### config.mk
export PLATFORM = sky130hd
export DESIGN_NAME = irig_encoder
export DESIGN_NICKNAME = d
export VERILOG_FILES = /design/src/rtl/irig_pkg.sv /design/src/rtl/irig_bit_mux.sv /design/src/rtl/irig_encoder.sv
export SDC_FILE = /design/constraint.sdc
export NUM_CORES = 1
export LEC_CHECK = 0
export ABC_AREA = 1
export CAP_MARGIN = 5
export CORE_MARGIN = 3
export CORE_UTILIZATION = 58
export CTS_BUF_LIST = sky130_fd_sc_hd__clkbuf_4
export CTS_CLUSTER_SIZE = 30
export DETAILED_ROUTE_END_ITERATION = 7
export GPL_TIMING_DRIVEN = 0
export PLACE_DENSITY_LB_ADDON = 0.1
export SLEW_MARGIN = 0
export SYNTH_ARGS = -nofsm -noshare
export SYNTH_HDL_FRONTEND = slang
export SYNTH_HIERARCHICAL = 1
export SYNTH_SLANG_ARGS = --single-unit
### constraint.sdc
create_clock -name clk -period 4.23 [get_ports clk]
set_input_delay 0.6345 -clock clk [delete_from_list [all_inputs] [get_ports clk]]
set_output_delay 0.6345 -clock clk [all_outputs]
set_load 0.1 [all_outputs]
### src/rtl/irig_pkg.sv
// irig_pkg: constants and types shared by the IRIG-B encoder and decoder.
//   - pulse widths in ms for zero / one / marker symbols
//   - frame length, ms per bit, marker positions, field start positions and widths
//   - FSM state encoding and the captured-time shadow record
package irig_pkg;

    localparam int IRIG_BITS       = 100;
    localparam int IRIG_MS_PER_BIT = 10;

    localparam int IRIG_W_ZERO = 2;
    localparam int IRIG_W_ONE  = 5;
    localparam int IRIG_W_MARK = 8;

    // Markers: Pr at 0, P1..P9 at 9,19,...,89, P0 at 99
    localparam int IRIG_POS_PR      = 0;
    localparam int IRIG_POS_P0      = 99;
    localparam int IRIG_MARK_FIRST  = 9;
    localparam int IRIG_MARK_STRIDE = 10;

    // Field start positions / widths (every field LSB first)
    localparam int F_SEC_U  = 1;   localparam int W_SEC_U  = 4;
    localparam int F_SEC_T  = 6;   localparam int W_SEC_T  = 3;
    localparam int F_MIN_U  = 10;  localparam int W_MIN_U  = 4;
    localparam int F_MIN_T  = 15;  localparam int W_MIN_T  = 3;
    localparam int F_HOUR_U = 20;  localparam int W_HOUR_U = 4;
    localparam int F_HOUR_T = 25;  localparam int W_HOUR_T = 2;
    localparam int F_DAY_U  = 30;  localparam int W_DAY_U  = 4;
    localparam int F_DAY_T  = 35;  localparam int W_DAY_T  = 4;
    localparam int F_DAY_H  = 40;  localparam int W_DAY_H  = 2;
    localparam int F_YEAR_U = 50;  localparam int W_YEAR_U = 4;
    localparam int F_YEAR_T = 55;  localparam int W_YEAR_T = 4;
    localparam int F_CTRL_L = 60;  localparam int W_CTRL_L = 9;
    localparam int F_CTRL_H = 70;  localparam int W_CTRL_H = 9;
    localparam int F_SBS_L  = 80;  localparam int W_SBS_L  = 9;
    localparam int F_SBS_H  = 90;  localparam int W_SBS_H  = 8;

    typedef enum logic [1:0] {
        ST_IDLE = 2'd0,
        ST_ARM  = 2'd1,
        ST_RUN  = 2'd2
    } irig_state_t;

    typedef struct packed {
        logic [17:0] ctrl;
        logic [16:0] sbs;
        logic [7:0]  year;
        logic [9:0]  day;
        logic [5:0]  hour;
        logic [6:0]  min;
        logic [6:0]  sec;
    } irig_time_t;

    function automatic logic [IRIG_BITS-1:0] irig_mark_mask();
        logic [IRIG_BITS-1:0] m;
        m = '0;
        m[IRIG_POS_PR] = 1'b1;
        for (int i = IRIG_MARK_FIRST; i <= IRIG_POS_P0; i += IRIG_MARK_STRIDE) begin
            m[i] = 1'b1;
        end
        return m;
    endfunction

    localparam logic [IRIG_BITS-1:0] IRIG_MARK_MASK = irig_mark_mask();

endpackage

### src/rtl/irig_bit_mux.sv
// irig_bit_mux: combinational lookup of one frame position.
//   i_bit_idx [6:0]  frame position 0..99
//   i_shadow         captured time record
//   o_is_mark        position is a marker
//   o_bit_val        data value at that position (0 for unused/marker positions)
import irig_pkg::*;

module irig_bit_mux (
    input  logic       [6:0] i_bit_idx,
    input  irig_time_t       i_shadow,
    output logic             o_is_mark,
    output logic             o_bit_val
);

    logic [IRIG_BITS-1:0] w_frame;
    logic [IRIG_BITS-1:0] w_mark;

    assign w_mark = IRIG_MARK_MASK;

    // Lay every field into its slot of a flat 100-bit image, then pick one bit.
    always_comb begin
        w_frame = '0;
        w_frame[F_SEC_U  +: W_SEC_U ] = i_shadow.sec[3:0];
        w_frame[F_SEC_T  +: W_SEC_T ] = i_shadow.sec[6:4];
        w_frame[F_MIN_U  +: W_MIN_U ] = i_shadow.min[3:0];
        w_frame[F_MIN_T  +: W_MIN_T ] = i_shadow.min[6:4];
        w_frame[F_HOUR_U +: W_HOUR_U] = i_shadow.hour[3:0];
        w_frame[F_HOUR_T +: W_HOUR_T] = i_shadow.hour[5:4];
        w_frame[F_DAY_U  +: W_DAY_U ] = i_shadow.day[3:0];
        w_frame[F_DAY_T  +: W_DAY_T ] = i_shadow.day[7:4];
        w_frame[F_DAY_H  +: W_DAY_H ] = i_shadow.day[9:8];
        w_frame[F_YEAR_U +: W_YEAR_U] = i_shadow.year[3:0];
        w_frame[F_YEAR_T +: W_YEAR_T] = i_shadow.year[7:4];
        w_frame[F_CTRL_L +: W_CTRL_L] = i_shadow.ctrl[8:0];
        w_frame[F_CTRL_H +: W_CTRL_H] = i_shadow.ctrl[17:9];
        w_frame[F_SBS_L  +: W_SBS_L ] = i_shadow.sbs[8:0];
        w_frame[F_SBS_H  +: W_SBS_H ] = i_shadow.sbs[16:9];
    end

    assign o_is_mark = w_mark[i_bit_idx];
    assign o_bit_val = w_frame[i_bit_idx];

endmodule

### src/rtl/irig_encoder.sv
// irig_encoder: IRIG-B DC level-shift frame generator aligned to a local PPS.
// Optional feature macro: IRIG_CTRL_EN (adds ctrl_bits input carried on bits 60-68 / 70-78).
// Ports:
//   clk, rst (async, active-high)
//   enable             run request; low forces idle
//   pps_in             local PPS, synchronous to clk
//   sec/min/hour/day/year_bcd, sbs   time to transmit, sampled when time_load is high
//   ctrl_bits [17:0]   control field (only with IRIG_CTRL_EN)
//   time_load          1-cycle strobe, combinational: inputs are captured on this cycle
//   irig_out           registered DCLS output
//   pps_out            1-cycle pulse on the first high cycle of Pr
//   locked             high while running
//   sync_err           1-cycle pulse for a pps_in edge off the frame boundary
import irig_pkg::*;

module irig_encoder #(
    parameter int CLKS_PER_MS = 10000
) (
    input  logic        clk,
    input  logic        rst,
    input  logic        enable,
    input  logic        pps_in,
    input  logic [6:0]  sec_bcd,
    input  logic [6:0]  min_bcd,
    input  logic [5:0]  hour_bcd,
    input  logic [9:0]  day_bcd,
    input  logic [7:0]  year_bcd,
    input  logic [16:0] sbs,
`ifdef IRIG_CTRL_EN
    input  logic [17:0] ctrl_bits,
`endif
    output logic        time_load,
    output logic        irig_out,
    output logic        pps_out,
    output logic        locked,
    output logic        sync_err
);

    localparam int DIV_W = (CLKS_PER_MS > 1) ? $clog2(CLKS_PER_MS) : 1;
    localparam logic [DIV_W-1:0] DIV_LAST = DIV_W'(CLKS_PER_MS - 1);

    irig_state_t      r_state;
    logic             r_pps_q;
    logic [DIV_W-1:0] r_ms_div;
    logic [3:0]       r_ms_cnt;
    logic [6:0]       r_bit_idx;
    irig_time_t       r_shadow;
    logic             r_irig;
    logic             r_pps_out;
    logic             r_locked;
    logic             r_sync_err;

    irig_time_t       w_time_in;
    logic             w_pps_edge;
    logic             w_div_last;
    logic             w_ms_last;
    logic             w_bit_last;
    logic             w_frame_end;
    logic [DIV_W-1:0] w_div_nxt;
    logic [3:0]       w_ms_nxt;
    logic [6:0]       w_bit_nxt;
    logic             w_is_mark;
    logic             w_bit_val;
    logic [3:0]       w_width;
    logic             w_level;
    logic             w_capture_arm;
    logic             w_reload_run;

    always_comb begin
        w_time_in      = '0;
        w_time_in.sec  = sec_bcd;
        w_time_in.min  = min_bcd;
        w_time_in.hour = hour_bcd;
        w_time_in.day  = day_bcd;
        w_time_in.year = year_bcd;
        w_time_in.sbs  = sbs;
`ifdef IRIG_CTRL_EN
        w_time_in.ctrl = ctrl_bits;
`else
        w_time_in.ctrl = '0;
`endif
    end

    assign w_pps_edge  = pps_in & ~r_pps_q;
    assign w_div_last  = (r_ms_div == DIV_LAST);
    assign w_ms_last   = (r_ms_cnt == 4'(IRIG_MS_PER_BIT - 1));
    assign w_bit_last  = (r_bit_idx == 7'(IRIG_BITS - 1));
    // Last cycle of the frame: an aligned PPS edge lands here.
    assign w_frame_end = w_div_last & w_ms_last & w_bit_last;

    assign w_div_nxt = w_div_last ? '0 : r_ms_div + DIV_W'(1);
    assign w_ms_nxt  = w_div_last ? (w_ms_last ? 4'd0 : r_ms_cnt + 4'd1) : r_ms_cnt;
    assign w_bit_nxt = (w_div_last & w_ms_last) ? (w_bit_last ? 7'd0 : r_bit_idx + 7'd1)
                                                : r_bit_idx;

    // Output level is resolved for the position the counters move to, so the
    // registered irig_out lines up with the counter values it is shown with.
    irig_bit_mux u_bit_mux (
        .i_bit_idx (w_bit_nxt),
        .i_shadow  (r_shadow),
        .o_is_mark (w_is_mark),
        .o_bit_val (w_bit_val)
    );

    assign w_width = w_is_mark ? 4'(IRIG_W_MARK) : (w_bit_val ? 4'(IRIG_W_ONE) : 4'(IRIG_W_ZERO));
    assign w_level = (w_ms_nxt < w_width);

    assign w_capture_arm = (r_state == ST_ARM) & enable & w_pps_edge;
    // Reload at the start of P0 so the new time is ready for bit 1 of the next frame;
    // P0 and Pr are markers, so swapping the shadow here never disturbs a data bit.
    assign w_reload_run  = (r_state == ST_RUN) & enable & w_bit_last &
                           (r_ms_cnt == 4'd0) & (r_ms_div == '0);
    assign time_load     = w_capture_arm | w_reload_run;

    always_ff @(posedge clk or posedge rst) begin
        if (rst) begin
            r_state    <= ST_IDLE;
            r_pps_q    <= 1'b0;
            r_ms_div   <= '0;
            r_ms_cnt   <= 4'd0;
            r_bit_idx  <= 7'd0;
            r_shadow   <= '0;
            r_irig     <= 1'b0;
            r_pps_out  <= 1'b0;
            r_locked   <= 1'b0;
            r_sync_err <= 1'b0;
        end else begin
            r_pps_q    <= pps_in;
            r_pps_out  <= 1'b0;
            r_sync_err <= 1'b0;
            if (!enable) begin
                r_state   <= ST_IDLE;
                r_ms_div  <= '0;
                r_ms_cnt  <= 4'd0;
                r_bit_idx <= 7'd0;
                r_irig    <= 1'b0;
                r_locked  <= 1'b0;
            end else begin
                case (r_state)
                    ST_IDLE: begin
                        r_state <= ST_ARM;
                    end
                    ST_ARM: begin
                        if (w_pps_edge) begin
                            r_state   <= ST_RUN;
                            r_ms_div  <= '0;
                            r_ms_cnt  <= 4'd0;
                            r_bit_idx <= 7'd0;
                            r_shadow  <= w_time_in;
                            r_irig    <= 1'b1;
                            r_pps_out <= 1'b1;
                            r_locked  <= 1'b1;
                        end
                    end
                    ST_RUN: begin
                        r_ms_div  <= w_div_nxt;
                        r_ms_cnt  <= w_ms_nxt;
                        r_bit_idx <= w_bit_nxt;
                        r_irig    <= w_level;
                        r_pps_out <= w_frame_end;
                        if (w_reload_run) begin
                            r_shadow <= w_time_in;
                        end
                        if (w_pps_edge && !w_frame_end) begin
                            r_sync_err <= 1'b1;
                        end
                    end
                    default: begin
                        r_state <= ST_IDLE;
                    end
                endcase
            end
        end
    end

    assign irig_out = r_irig;
    assign pps_out  = r_pps_out;
    assign locked   = r_locked;
    assign sync_err = r_sync_err;

endmodule

# Yosys cells after proc, flatten, opt, wreduce, memory -nomap -nowiden
# Memory sizes are Yosys's and may differ from the RTL's.
# Cells that the tools add are included.
word_totals:
  elab_cells: 91
  n_memories: 1
  output_inout_bits: 5
  input_bits: 59
  mem_bits_ro: 128
  reg_bits: 105
classes:
  n_lt_le_gt_ge: 2
  n_eq_ne: 12
  n_mux: 36
  bitwise_logic: 11
  n_reduce_logical: 10
  addsub: 3
memory_table:
  columns: ["name", "words", "word_bits", "read_ports", "rd_ports_with_merged_regs", "write_ports", "line_no", "rtl"]
  rows:
  - ["(name not given)", 128, 1, 1, 0, 0, "irig_bit_mux.sv:40", "assign o_is_mark = w_mark[i_bit_idx];"]
op_table:
  columns: ["op", "count"]
  rows:
  - ["73-bit 2-to-1 mux", 2]
  - ["73-bit case mux with 2 select lines", 1]
  - ["14-bit 2-to-1 mux", 3]
  - ["7-bit 2-to-1 mux", 4]
  - ["14-bit case mux with 2 select lines", 1]
  - ["4-bit 2-to-1 mux", 5]
  - ["14-bit by 1-bit adder with 14-bit output, second input constant", 1]
  - ["14-bit equality test, second input constant", 1]
  - ["14-bit logical NOT", 1]
  - ["7-bit case mux with 2 select lines", 1]
  - ["1-bit 2-to-1 mux", 11]
  - ["1-bit bitwise AND", 9]
  - ["7-bit by 8-bit < comparator with 1-bit output, second input constant", 1]
  - ["4-bit case mux with 2 select lines", 1]
  - ["7-bit by 1-bit adder with 7-bit output, second input constant", 1]
  - ["1-bit binary-select mux with 7-bit select", 1]
  - ["7-bit equality test, second input constant", 1]
  - ["2-bit != test, second input constant", 3]
  - ["2-bit case mux with 3 select lines", 1]
  - ["2-bit AND reduction", 3]
  - ["4-bit by 1-bit adder with 4-bit output, second input constant", 1]
  - ["4-bit equality test, second input constant", 1]
  - ["4-bit logical NOT", 1]
  - ["4-bit < comparator", 1]
  - ["15 further kinds", 18]

# Longest topological paths before layout
# Gate-level depths: netlist of the first run.
logic_depth:
  word_depth: 10
  depth_mapped: 34
  mapped_depth_nobuf: 32

# Hierarchy
# The synthesis of the first run kept the hierarchy.
modules_own_cells:
  columns: ["mod", "cells_per_inst", "n_inst", "seq_area_each_um2", "area_each_um2"]
  rows:
  - ["irig_encoder", 528, 1, 2177.1, 4324.1]
  - ["irig_bit_mux", 221, 1, 0.0, 980.9]

# Worst setup path after synthesis of the first run
# Ideal clock, no wire load.
synth_timing:
  kind: "flip-flop to flip-flop"
  start: "reg r_ms_cnt[1]"
  end: "reg r_irig (netlist: irig_out)"
  path_stages_with_launch: 32
  required_time_ns: 4.110
  path_buffers: 0
  synth_period_minus_slack_ns: 3.153
  arrival_time_ns: 3.034
  slack_ns: 1.077
  setup_ns: 0.120
  cell_sequence: "dfrtp_1 inv_1 ha_1 nand2_1 nor2_1 inv_1 nor2_1 nand3_1 xor2_1 inv_1 nor2_1 nand2_1 nor2_1 nor2_1 nand2_1 inv_1 nand2_1 nand3_1 nand3_1 nand2_1 inv_1 inv_1 nor2_1 inv_1 ha_1 nand2_1 inv_1 nand2_1 nand2_1 nand2_1 nand2_1 nand2_1"
synth_via:
  elab_chain_cells: 10
  word_cells_on_any_way: 15
  classes_between: "1 x add/sub; 1 x order compare; 1 x eq/ne; 10 x mux; 1 x bitwise; 1 x memory"
synth_lines:
  columns: ["element", "line_no", "rtl"]
  rows:
  - ["start, declared", "irig_encoder.sv:45", "logic [3:0] r_ms_cnt;"]
  - ["start signal, assigned", "irig_encoder.sv:157", "r_ms_cnt <= w_ms_nxt;"]
  - ["4-bit equality test", "irig_encoder.sv:86", "assign w_ms_last = (r_ms_cnt == 4'(IRIG_MS_PER_BIT - 1));"]
  - ["1-bit bitwise AND", "irig_encoder.sv:93", "assign w_bit_nxt = (w_div_last & w_ms_last) ? (w_bit_last ? 7'd0 : r_bit_idx + 7'd1)"]
  - ["7-bit 2-to-1 mux", "irig_encoder.sv:93", null]
  - ["net w_bit_nxt[3]", "irig_encoder.sv:61", "logic [6:0] w_bit_nxt;"]
  - ["1-bit binary-select mux with 7-bit select", "irig_bit_mux.sv:41", "assign o_bit_val = w_frame[i_bit_idx];"]
  - ["1-bit 2-to-1 mux (implied by the code)", "irig_bit_mux.sv:41", null]
  - ["net w_bit_val", "irig_encoder.sv:63", "logic w_bit_val;"]
  - ["3-bit 2-to-1 mux", "irig_encoder.sv:105", "assign w_width = w_is_mark ? 4'(IRIG_W_MARK) : (w_bit_val ? 4'(IRIG_W_ONE) : 4'(IRIG_W_ZERO));"]
  - ["4-bit 2-to-1 mux", "irig_encoder.sv:105", null]
  - ["4-bit < comparator", "irig_encoder.sv:106", "assign w_level = (w_ms_nxt < w_width);"]
  - ["1-bit case mux with 2 select lines", "irig_encoder.sv:139", "case (r_state)"]
  - ["1-bit 2-to-1 mux", "irig_encoder.sv:131", "if (!enable) begin"]
  - ["end signal, assigned", "irig_encoder.sv:159", "r_irig <= w_level;"]
  - ["end, declared", "irig_encoder.sv:48", "logic r_irig;"]
# The timed path passes the listed nets, and every way through them passes these cells. The select of a mux whose other input is x is not followed.
# A chain may end at the register's enable or synchronous reset.

# Worst setup path after layout of the first run
# Same ends and word-level chain as after synthesis.

==> metrics.md, run 1 <==
| Metric | Value |
|---|---|
| Post-Place Setup Slack | 0.1575 ns |
| Max cap viols | 0 |
| PnR worst setup slack | 0.3627 ns |
| PD cells | 389.4 nW/um2 |
| Clock slew at reported path FFs | 0.13 ns |
| Initial antenna violation count | 0 |
| Mapped Cells | 749 |
| Layout Nets | 912 |
| Post-CTS Hold Fix Bufs | 0 |
| Post-synth cell types | 38 |
| Synth Area in Adders | 3.066% |
| Delay-heaviest family, CP | simple AND/OR/NAND/NOR gates |
| Xor/xnor share of the synthesized area | 0.9906% |
| First-pass GRT wire length | 23760 um |
| WP data arrival | 4.21 ns |
| Sequential share of the synthesized area | 41.04% |
| Startpoint Class | register |
| Starting Density | 60.24% |
| Core area | 8806 um2 |
| Final wirelength | 14510 um |
| CP Data Required Time | 4.57 ns |
| Max VDD drop | 0.2989 mV |
| Post-Syn Area | 5305 um2 |
| Final setup fails | 0 |
| Main combinational cell family by area after synthesis | simple AND/OR/NAND/NOR gates |
| Vias in the first global route | 4936 |
| Via/cell ratio | 5.566 |
| Most used cell, CP | nand2_1 |
| Root Buffer | clkbuf_4 |
| Largest net degree at the start of global routing | 59 |
| TritonRoute pass-1 iters | 5 |
| Final min period | 3.867 ns |
| Cell area after layout | 6359 um2 |
| Chip height | 101.6 um |
| Clk_skew | 0.03094 ns |
| Compound-Gate Fraction of Synth Area | 6.321% |
| Pleak | 3.308 nW |
| Final Max Tran Viols | 0 |
| Syn avg cell area | 7.083 um2 |
| DRT antenna net count | 0 |
| Share of post-route cells with drive strength above 1 | 8.521% |
| Fill count | 736 |
| CTS tree | yes |
| Ports | 64 |
| Crit Path Max Fanout | 10 |
| Register bit total from synthesis | 87 |
| Area growth from synthesis to layout | 19.86% |
| Later-pin clock latency in the skew report | 0.45 ns |
| Post-synthesis mux area share | 0% |
| Routed wire per std cell | 15.23 um |
| Cts bufs inserted | 9 |
| Placed cell area | 6155 um2 |
| Achievable frequency | 0.2586 GHz |
| Routed vias | 5304 |
| Slew headroom | 35.20% |
| CP bufs+invs | 8 |
| WS Path Type | reg -> reg |
| Placer congestion estimate | 0.9474 |
| Hold Path Origin | r_pps_q$_DFF_PP0_ |
| HPWL after DPL | 10810 um |
| Total GRT Usage | 28.91% |
| CP startpoint | r_ms_cnt[1]$_DFFE_PP0P_ |
| YS warnings | 6 |
| Reg2reg start | r_ms_cnt[1]$_DFFE_PP0P_ |
| DRC viols | 0 |
| H-tree Lvls | 3 |
| Final period util | 91.43% |
| Worst path slowest cell | dfrtp_1 |
| Die Wd | 101.6 um |
| Die area | 10330 um2 |
| Clock tree sinks | 87 |
| Initial DRC count | 382 |
| Port Buf Inserts | 62 |
| Final Hold Viols | 0 |
| Min-delay worst type | reg -> reg |
| Simple-Gate Fraction of Synth Area | 38.63% |
| Rows | 34 |
| Slowest stage delay, CP | 0.42 ns |
| Total gr overflow | 0 |
| Max Buffers Root-to-Sink | 2 |
| Outcome | finished clean |
| Worst setup EP type | register |
| Slew @ Worst Pin | 0.9690 ns |
| Antenna cells | 0 |
==> per-stage QoR <==
stage                     total power, mW  std cells  hold slack, ns  util [%]  setup TNS (ns)
after floorplan                     1.686        766          0.4104         -               0
after global placement              1.884        936          0.4253     69.55               0
after detailed placement            1.921        937          0.4544     69.89               0
after CTS                           2.472        953          0.4759     71.77               0
after global routing                2.637        953          0.4846     72.21        -0.03325
final                               2.476        953          0.4833     72.21               0
==> timing repair <==
item	in CTS	in global routing
buffers inserted	0	0
setup endpoints to repair	0	1
hold endpoints to repair	0	0
gates resized for setup	0	12
==> cells in the mapped netlist <==
cell | n | area, um2
o211ai_1 | 1 | 7.510
o221ai_1 | 1 | 8.760
ha_1 | 13 | 162.7
inv_4 | 1 | 6.260
inv_2 | 3 | 11.26
a21oi_1 | 13 | 65.06
nor2_2 | 2 | 12.51
inv_6 | 1 | 8.760
o211ai_4 | 1 | 21.27
clkinv_1 | 1 | 3.750
xnor2_1 | 1 | 8.760
nand2_2 | 3 | 18.77
nor2_1 | 39 | 146.4
inv_1 | 73 | 274.0
dfrtp_1 | 87 | 2177
a221oi_1 | 1 | 8.760
nor2_4 | 3 | 33.78
o22ai_1 | 5 | 31.28
nor3b_1 | 2 | 15.01
o21a_1 | 1 | 7.510
or2_2 | 1 | 6.260
nor3_1 | 8 | 40.04
nand4_1 | 7 | 43.79
a21boi_0 | 1 | 7.510
nor4_1 | 3 | 18.77
buf_4 | 10 | 75.07
nor4_2 | 1 | 12.51
xor2_1 | 5 | 43.79
buf_6 | 9 | 101.4
clkbuf_1 | 1 | 3.750
and3_1 | 2 | 12.51
buf_2 | 8 | 40.04
nor2_8 | 1 | 20.02
o21ai_0 | 34 | 170.2
nand2_1 | 282 | 1059
conb_1 | 1 | 3.750
a22oi_1 | 1 | 7.510
nand3_1 | 122 | 610.6
==> sequential cells by signal, indices dropped and copies added (netlist names) <==
signal,cells
irig_out,1
locked,1
pps_out,1
r_bit_idx,7
r_ms_cnt,4
r_ms_div,14
r_pps_q,1
r_shadow,55
r_state,2
sync_err,1
==> cells by family (layout without fill, tap and decap cells) <==
kind of cell,count (synthesis),after routing
xor gates and xnor gates,6,6
AOI/OAI and AO/OA,59,59
other,1,18
and+or+nand+nor,476,476
adders and majority gates,13,13
DFF,87,87
buffers and inverters,107,186
==> placed cells by master, fill, tap and decap left out, drive strengths merged <==
| cell | n |
|---|---|
| a21boi | 1 |
| a21oi | 13 |
| a221oi | 1 |
| a22oi | 1 |
| and3 | 2 |
| buf | 28 |
| bufinv | 2 |
| clkbuf | 14 |
| clkdlybuf4s50 | 62 |
| clkinv | 1 |
| clkinvlp | 1 |
| conb | 18 |
| dfrtp | 87 |
| ha | 13 |
| inv | 78 |
| nand2 | 285 |
| nand3 | 122 |
| nand4 | 7 |
| nor2 | 45 |
| nor3 | 8 |
| nor3b | 2 |
| nor4 | 4 |
| o211ai | 2 |
| o21a | 1 |
| o21ai | 34 |
| o221ai | 1 |
| o22ai | 5 |
| or2 | 1 |
| xnor2 | 1 |
| xor2 | 5 |
==> layout make-up <==
class | instances | area, um2 | share of cell area (%)
tap | 108 | 135.1 | 2.125
buffer | 28 | 220.2 | 3.463
timing repair buffer | 63 | 648.1 | 10.19
clock inverter | 3 | 67.56 | 1.063
inverter | 79 | 306.5 | 4.821
sequential | 87 | 2177 | 34.24
clock buffer | 13 | 97.59 | 1.535
multi-input combinational | 572 | 2706 | 42.56
==> path summary, 6_finish.rpt <==
path                            slack [ns]                  endpoint  depth (start not counted)
max in group asynchronous             3.08  r_shadow[42]$_DFFE_PP0P_                          3
min in group asynchronous             0.53  r_shadow[12]$_DFFE_PP0P_                          2
worst max register to register        0.36      irig_out$_DFFE_PP0P_                         30
worst min register to register        0.48        sync_err$_DFF_PP0_                          1
worst max-delay path                  0.36      irig_out$_DFFE_PP0P_                         30
worst min-delay path                  0.48        sync_err$_DFF_PP0_                          1
==> power breakdown <==
part           internal [mW]  leakage, nW  switching (mW)
Sequential              1.06         1.12           0.137
Combinational          0.280         2.10           0.441
Clock                  0.267       0.0882           0.294
Total                   1.60         3.31           0.872
==> metal layers <==
metal / track usage (%) / wire (um) / part of all wire [%]
met1: 42.43 / 6671 / 46
met2: 44.37 / 6468 / 45
met3: 4.339 / 1121 / 7.7
met4: 8.487 / 251 / 1.7
met5: 0 / 0 / 0
==> worst register-to-register path, delay by kind of cell (launching register included) <==
family,cells,cell delay (ns)
flops,1,0.42
fa+ha+maj,2,0.43
buf+inv,8,0.81
simple gates,20,2.11
Power figures use the tool's default switching activity.
==> run 2: changes to the inputs <==
CAP_MARGIN = not set   (was 5)
==> results of run 2 <==
No change in the layout: final DEF, timing and power equal those of run 1.
==> run 3: changes to the inputs <==
CORE_UTILIZATION = 57   (was 58)
SYNTH_HIERARCHICAL = not set   (was 1)
==> run 3 against run 2 <==
  * Largest cell class unchanged
  * Critical endpoint is now time_load
  * Register-to-register slack gained 0.36 ns
  * Synthesized cell count shrank 20%
  * Final cell count decreased by 18%
==> metrics.md, run 3 <==
| Metric | Value |
|---|---|
| Die area | 9752 um2 (-5.6%) |
| Sequential share of the synthesized area | 44.40% (+3.4 points) |
| Largest net degree at the start of global routing | 59 (unchanged) |
| Post-CTS Hold Fix Bufs | 0 (unchanged) |
| Setup Buffers After CTS | 0 (unchanged) |
| Quantity of gates resized following cts | 0 (unchanged) |
| Hold Path Origin | r_pps_q$_DFF_PP0_ |
| Post-Syn Area | 4903 um2 (-7.6%) |
| Total GRT Usage | 25.98% (-2.9 points) |
| Hold depth | 1 (unchanged) |
| Vias in the first global route | 4391 (-11%) |
| Min-delay worst type | reg -> reg |
| R2R cell count | 23 (-23%) |
| Final wirelength | 11870 um (-18%) |
| Clock tree sinks | 87 (unchanged) |
| Max FFs per register | 55 (unchanged) |
| Chip height | 98.75 um (-2.8%) |
| Post-synth cell types | 37 (-2.6%) |
| Clock slew at reported path FFs | 0.15 ns (+0.02 ns) |
| Clock network fraction of total power | 18.7% (-4.0 points) |
| Crit Path Max Fanout | 5 (-5) |
| Max Buffers Root-to-Sink | 2 (unchanged) |
| Antenna cells | 0 (unchanged) |
| Comb pwr share | 31.3% (+2.2 points) |
| Placer congestion estimate | 0.9464 (-0.11%) |
| Syn nets | 670 |
| Die Wd | 98.75 um (-2.8%) |
| Share of post-route cells with drive strength above 1 | 13.27% (+4.8 points) |
| DRT antenna net count | 0 (unchanged) |
| Syn avg cell area | 8.200 um2 (+16%) |
| Later-pin clock latency in the skew report | 0.45 ns (about the same) |
| Ranking of synthesized cells by area | dfrtp_1 44%, nand2_1 10%, mux2_2 9.2% |
| Synth cell count leaders | 135 x nand2_1, 87 x dfrtp_1, 67 x nor2_1 |
| Post-route insts no fill | 783 (-18%) |
| Max cap viols | 0 (unchanged) |
| PD cells | 430.0 nW/um2 (+10%) |
| Top-count cell post-synth | nand2_1 |
| Pleak | 2.643 nW (-20%) |
| Routed vias | 4348 (-18%) |
| Startpoint Class | register |
| CTS tree | yes |
| WP data arrival | 3.11 ns (-1.10 ns) |
| Final period util | 88.59% (-2.8 points) |
| Final Hold Viols | 0 (unchanged) |
| Final Max Tran Viols | 0 (unchanged) |
| Top FF cell, synth | dfrtp_1 |
| DRC viols | 0 (unchanged) |
| Port Buf Inserts | 63 (+1.6%) |
| Worst setup EP type | output port |
| Yosys top cell by area | dfrtp_1 |
| Commonest non-fill, non-tap cell in the layout | nand2_1 |
| Final setup fails | 0 (unchanged) |
| Initial DRC count | 256 (-33%) |
| Synth top area share | 44.40% (+3.4 points) |
| Rows | 33 (-2.9%) |
| Hold endpoint | sync_err$_DFF_PP0_ |
| P_sw | 0.8498 mW (-2.5%) |
| Cts bufs inserted | 9 (unchanged) |
| Final setup TNS | 0 ns (unchanged) |
| R2r setup slk | 0.72 ns (+0.36 ns) |
| Layout Nets | 745 (-18%) |
| CP Data Required Time | 3.60 ns (-0.97 ns) |
| Initial antenna violation count | 0 (unchanged) |
| Top flop regs | r_shadow (55), r_ms_div (14), r_bit_idx (7) |
| Routed wire per std cell | 15.16 um (-0.41%) |
| DP Cell Count | 767 (-18%) |
| Achievable frequency | 0.2668 GHz (+3.2%) |
| Clk_skew | 0.01976 ns (-0.01119 ns) |
| Via/cell ratio | 5.553 (-0.23%) |
| Root Buffer | clkbuf_4 |
| TritonRoute pass-1 iters | 5 (unchanged) |
| WS Path Type | reg -> out |
| FF-to-FF End | irig_out$_DFFE_PP0P_ |
| Register bit total from synthesis | 87 (unchanged) |
| Most flop-heavy register | r_shadow |
| H-tree Lvls | 3 (unchanged) |
| Slew headroom | 35.74% (+0.54 points) |
| Reg2reg start | r_ms_cnt[1]$_DFFE_PP0P_ |
| Cell area after layout | 5832 um2 (-8.3%) |
| Max VDD drop | 0.2649 mV (-11%) |
| Mapped Cells | 598 (-20%) |
| Sequential Power Share | 50.0% (+1.8 points) |
| Total gr overflow | 0 (unchanged) |
| Internal Power | 1.658 mW (+3.3%) |
| Outcome | finished clean |
| Starting Density | 59.08% (-1.2 points) |
| YS warnings | 0 (-6) |
| Slew @ Worst Pin | 0.9609 ns (-0.008066 ns) |
| Area growth from synthesis to layout | 18.93% |
| Final min period | 3.747 ns (-0.1198 ns) |
| Number of synthesized flops with an enable pin | 0 (unchanged) |
| Unrepaired setup endpoints after global routing | no |
| Placed cell area | 5695 um2 (-7.5%) |
| HPWL after DPL | 8986 um (-17%) |
| Ports | 64 (unchanged) |
| Sw frac | 33.89% (-1.3 points) |
| Core area | 8299 um2 (-5.8%) |
| Asr flop ratio synth | 100.0% (unchanged) |
| First-pass GRT wire length | 20400 um (-14%) |
| Commonest non-fill, non-tap cells in the layout | 135 x nand2_1, 87 x dfrtp_1, 67 x nor2_1 |
## run 3: how the worst max path moves through the flow
stage	from	end	slack [ns]	cells after the start
2_1_floorplan	rst	irig_out$_DFFE_PP0P_	1.35	1
3_3_place_gp	rst	r_shadow[30]$_DFFE_PP0P_	0.007	2
3_5_place_dp	enable	time_load	0.68	6
4_1_cts	r_bit_idx[0]$_DFFE_PP0P_	time_load	0.49	8
5_1_grt	r_ms_cnt[1]$_DFFE_PP0P_	irig_out$_DFFE_PP0P_	0.33	23
6_report	r_bit_idx[0]$_DFFE_PP0P_	time_load	0.48	8
## run 3: critical path: stages, from the launching register on
cell	delay, ns
dfrtp_1	0.44
ha_1	0.26
inv_1	0.11
nor2_1	0.09
nand3_1	0.18
nor3_1	0.18
nand4_1	0.17
nand2_1	0.10
clkdlybuf4s50_1	1.13
## run 3: through the flow
stage          hold slack [ns]  utilization, %  power [mW]  setup slack, ns
5_1_grt                 0.4707           70.27       2.662           0.3267
2_1_floorplan           0.4116               -       1.795            1.345
3_5_place_dp            0.4373           68.63       2.058           0.6775
4_1_cts                 0.4553           70.27       2.520           0.4934
6_report                0.4539           70.27       2.508           0.4825
3_3_place_gp            0.4337           68.26       2.012         0.006775
## run 3: power by group through the flow
stage / clock network (mW) / logic, mW / registers, mW
detailed placement: 0 / 0.788 / 1.27
CTS: 0.478 / 0.791 / 1.25
global placement: 0 / 0.753 / 1.26
finish: 0.468 / 0.785 / 1.25
floorplan: 0 / 0.541 / 1.25
global route: 0.507 / 0.873 / 1.28
## run 3: cells by family (layout without fill, tap and decap cells)
group	Yosys count	count (layout)	share of synthesized area, %
flip-flops	87	87	44.40
multiplexers	40	40	9.186
adder cells (fa/ha/maj)	13	13	3.317
XOR/XNOR	4	4	0.7146
buffers and inverters	82	162	6.660
AND/OR/NAND/NOR	295	295	27.00
AO/OA/AOI/OAI	77	77	8.727
## run 3: final cells by class
type | instances | area (um2)
well taps | 105 | 131.4
clock buffers | 10 | 75.07
repair buffers | 64 | 658.1
multi-input cells | 429 | 2400
fillers | 658 | 2467
flip-flops and latches | 87 | 2177
inverters | 69 | 261.5
plain buffers | 13 | 67.56
clock inverters | 6 | 61.31
## run 3: per-layer routing
metal	GRT usage, %	part of all wire [%]	vias up
met5	0	0	-
met4	11.66	3.0	0
met3	3.680	4.6	33
met2	45.14	51	139
met1	31.99	41	2057
li1	-	-	2119
==> RTL edit: new RTL, flow settings as in run 3 <==
The option `IRIG_CTRL_EN` is turned on by a define.
--- a/src/rtl/irig_encoder.sv
+++ b/src/rtl/irig_encoder.sv
@@ -12,4 +12,6 @@
 //   locked             high while running
 //   sync_err           1-cycle pulse for a pps_in edge off the frame boundary
+`define IRIG_CTRL_EN
+
 import irig_pkg::*;
 
Ports: changed (added ctrl_bits); port bits go from 64 to 82. The function was not compared with the original's and may differ.
==> RTL edit against run 3 <==
Sequential cell count increased by 18. First-iteration DRC count increased by 77%. Count of clock-buffer cells in the layout unchanged. Global-route usage increased by 2.4 points. Clock power increased by 6.6%. Synthesized area increased by 23%. Wire length increased by 32%. Cell area increased by 23%. Utilization increased by 1.2 points. Worst setup slack got worse by 0.047 ns. Power increased by 25%. Critical endpoint unchanged. Largest power group unchanged.
==> RTL edit: results (changes against run 3) <==
| Metric | Value |
|---|---|
| Largest regs | r_shadow x73, r_ms_div x14, r_bit_idx x7 |
| All-Layer GR Usage | 28.4% (+2.4 points) |
| Measured slew at the worst slew-check pin | 0.972 ns (+0.0111 ns) |
| First DRT Iteration DRCs | 454 (+77%) |
| Met3 wire len | 831 um (+53%) |
| Largest net degree at the start of global routing | 54 (-8.5%) |
| Met1 wire length | 6410 um (+31%) |
| Dpl hpwl | 11700 um (+30%) |
| Clk_lat worst skew | 0.52 ns (+0.07 ns) |
| Post-layout nets | 952 (+28%) |
| Clock root cell | clkbuf_4 |
| First-pass GRT wire length | 26200 um (+29%) |
| Crit path DAT | 3.16 ns (+0.05 ns) |
| Inst Count DP | 984 (+28%) |
| Worst clock skew | 0.0217 ns (+0.00199 ns) |
| Hold path cells | 3 (+2) |
| Vias per std cell | 5.56 (+0.15%) |
| Share of cells above drive strength 1 | 10.5% (-2.8 points) |
| Max FO, Critical Path | 7 (+2) |
| Cts repair resizes | 0 (unchanged) |
| Top cells by area, synth | dfrtp_1 (43%), nand2_1 (10%), inv_1 (6.3%) |
| Vias in the first global route | 5632 (+28%) |
| Clock buffer depth | 2 (unchanged) |
| Status | completed |
| # fillers | 848 (+29%) |
| CTS clk-pin slew, worst paths | 0.17 ns (+0.02 ns) |
| Hold crit path type | primary input to flop |
| Initial antenna violation count | 1 (+1) |
| Primary FF master, synth | dfrtp_1 |
| H-tree Lvls | 3 (unchanged) |
| Leakage | 3.40 nW (+29%) |
| Highest routed layer | met4 |
| Seq/Total Area, Yosys | 43.4% (-0.97 points) |
| Net Count, Synth | 860 (+28%) |
| Port bufs | 80 (+27%) |
| Placed cell area | 0.00705 sq mm (+24%) |
| Post-synth top cells | nand2_1 (161), dfrtp_1 (105), inv_1 (101), nor2_1 (90), a21oi_1 (70) |
| Drt total wl | 15700 um (+32%) |
| Post-Syn Instances | 770 (+29%) |
| Setup Fix Bufs, Post-CTS | 0 (unchanged) |
| Register-to-Register Path Depth | 22 (-4.3%) |
| Warnings, synthesis | 0 (unchanged) |
| CTS Buf Count | 9 (unchanged) |
| Async set-reset flop share out of synthesis | 100% (unchanged) |
| Routed len/inst | 15.6 um (+3.2%) |
| Max rail drop VDD | 0.330 mV (+25%) |
| Unique masters post-synth | 44 (+19%) |
| Drt pass-1 iters | 6 (+1) |
| Met2 Routed Length | 7950 um (+30%) |
| Switch Pwr | 1.18 mW (+39%) |
| GPL Wtd Cong | 0.891 (-5.8%) |
## RTL edit: worst paths after layout
path	start	endpoint	slack [ns]
min in group asynchronous	rst	r_shadow[27]	0.55
min	enable	locked	0.44
max reg2reg	r_ms_cnt[1]	irig_out	0.72
max in group asynchronous	rst	r_shadow[5]	3.00
max	r_state[0]	time_load	0.44
min reg2reg	r_pps_q	sync_err	0.46
## RTL edit: area by class of cell
type                       instances  area (sq um)  share of cell area (%)
antenna                            1          2.50                  0.0349
buffer                            30           184                    2.56
clock buffer                      10          75.1                    1.05
clock inverter                     6          50.0                   0.698
inverter                         110           427                    5.95
multi-input combinational        525          2810                    39.2
sequential                       105          2630                    36.6
tap                              133           166                    2.32
timing repair buffer              81           828                    11.5
## RTL edit: cells by family (layout without fill, tap and decap cells)
kind of cell	after synthesis	after routing	synth area share, %
simple gates	363	363	27.7
mux	25	25	4.65
fa+ha+maj	13	13	2.69
compound gates	120	120	10.9
other cells	0	1	0
flops	105	105	43.4
buf+inv	140	237	10.1
xor+xnor	4	4	0.579
## RTL edit: through the flow
stage	hold slack, ns	setup WS, ns	util [%]	TNS, ns	power, mW
after floorplan	0.412	0.835	-	0	2.31
after global routing	0.503	0.168	71.4	0	3.36
after CTS	0.433	0.423	71.4	0	3.15
final	0.444	0.436	71.4	0	3.14
after detailed placement	0.429	0.812	70.2	0	2.66
after global placement	0.433	-0.647	69.9	-67.38	2.61
## RTL edit: power by group through the flow
stage / logic, mW / registers (mW) / clock network [mW]
floorplan: 0.802 / 1.51 / 0
global placement: 1.12 / 1.49 / 0
detailed placement: 1.16 / 1.50 / 0
CTS: 1.17 / 1.47 / 0.506
global route: 1.31 / 1.51 / 0.546
finish: 1.17 / 1.48 / 0.499
## RTL edit: layer usage
layer | track usage [%] | up-vias
li1 | - | 2665
met1 | 34.2 | 2655
met2 | 49.7 | 204
met3 | 6.45 | 43
met4 | 10.0 | 0
met5 | 0 | -
## RTL edit: worst max-delay path: stages, from the launching register on
cell and delay [ns]:
dfrtp_1 0.44, inv_1 0.11, ha_1 0.28, nand2_1 0.19
nor3_1 0.22, nand4_1 0.17, nand2_1 0.10, clkdlybuf4s50_1 1.13
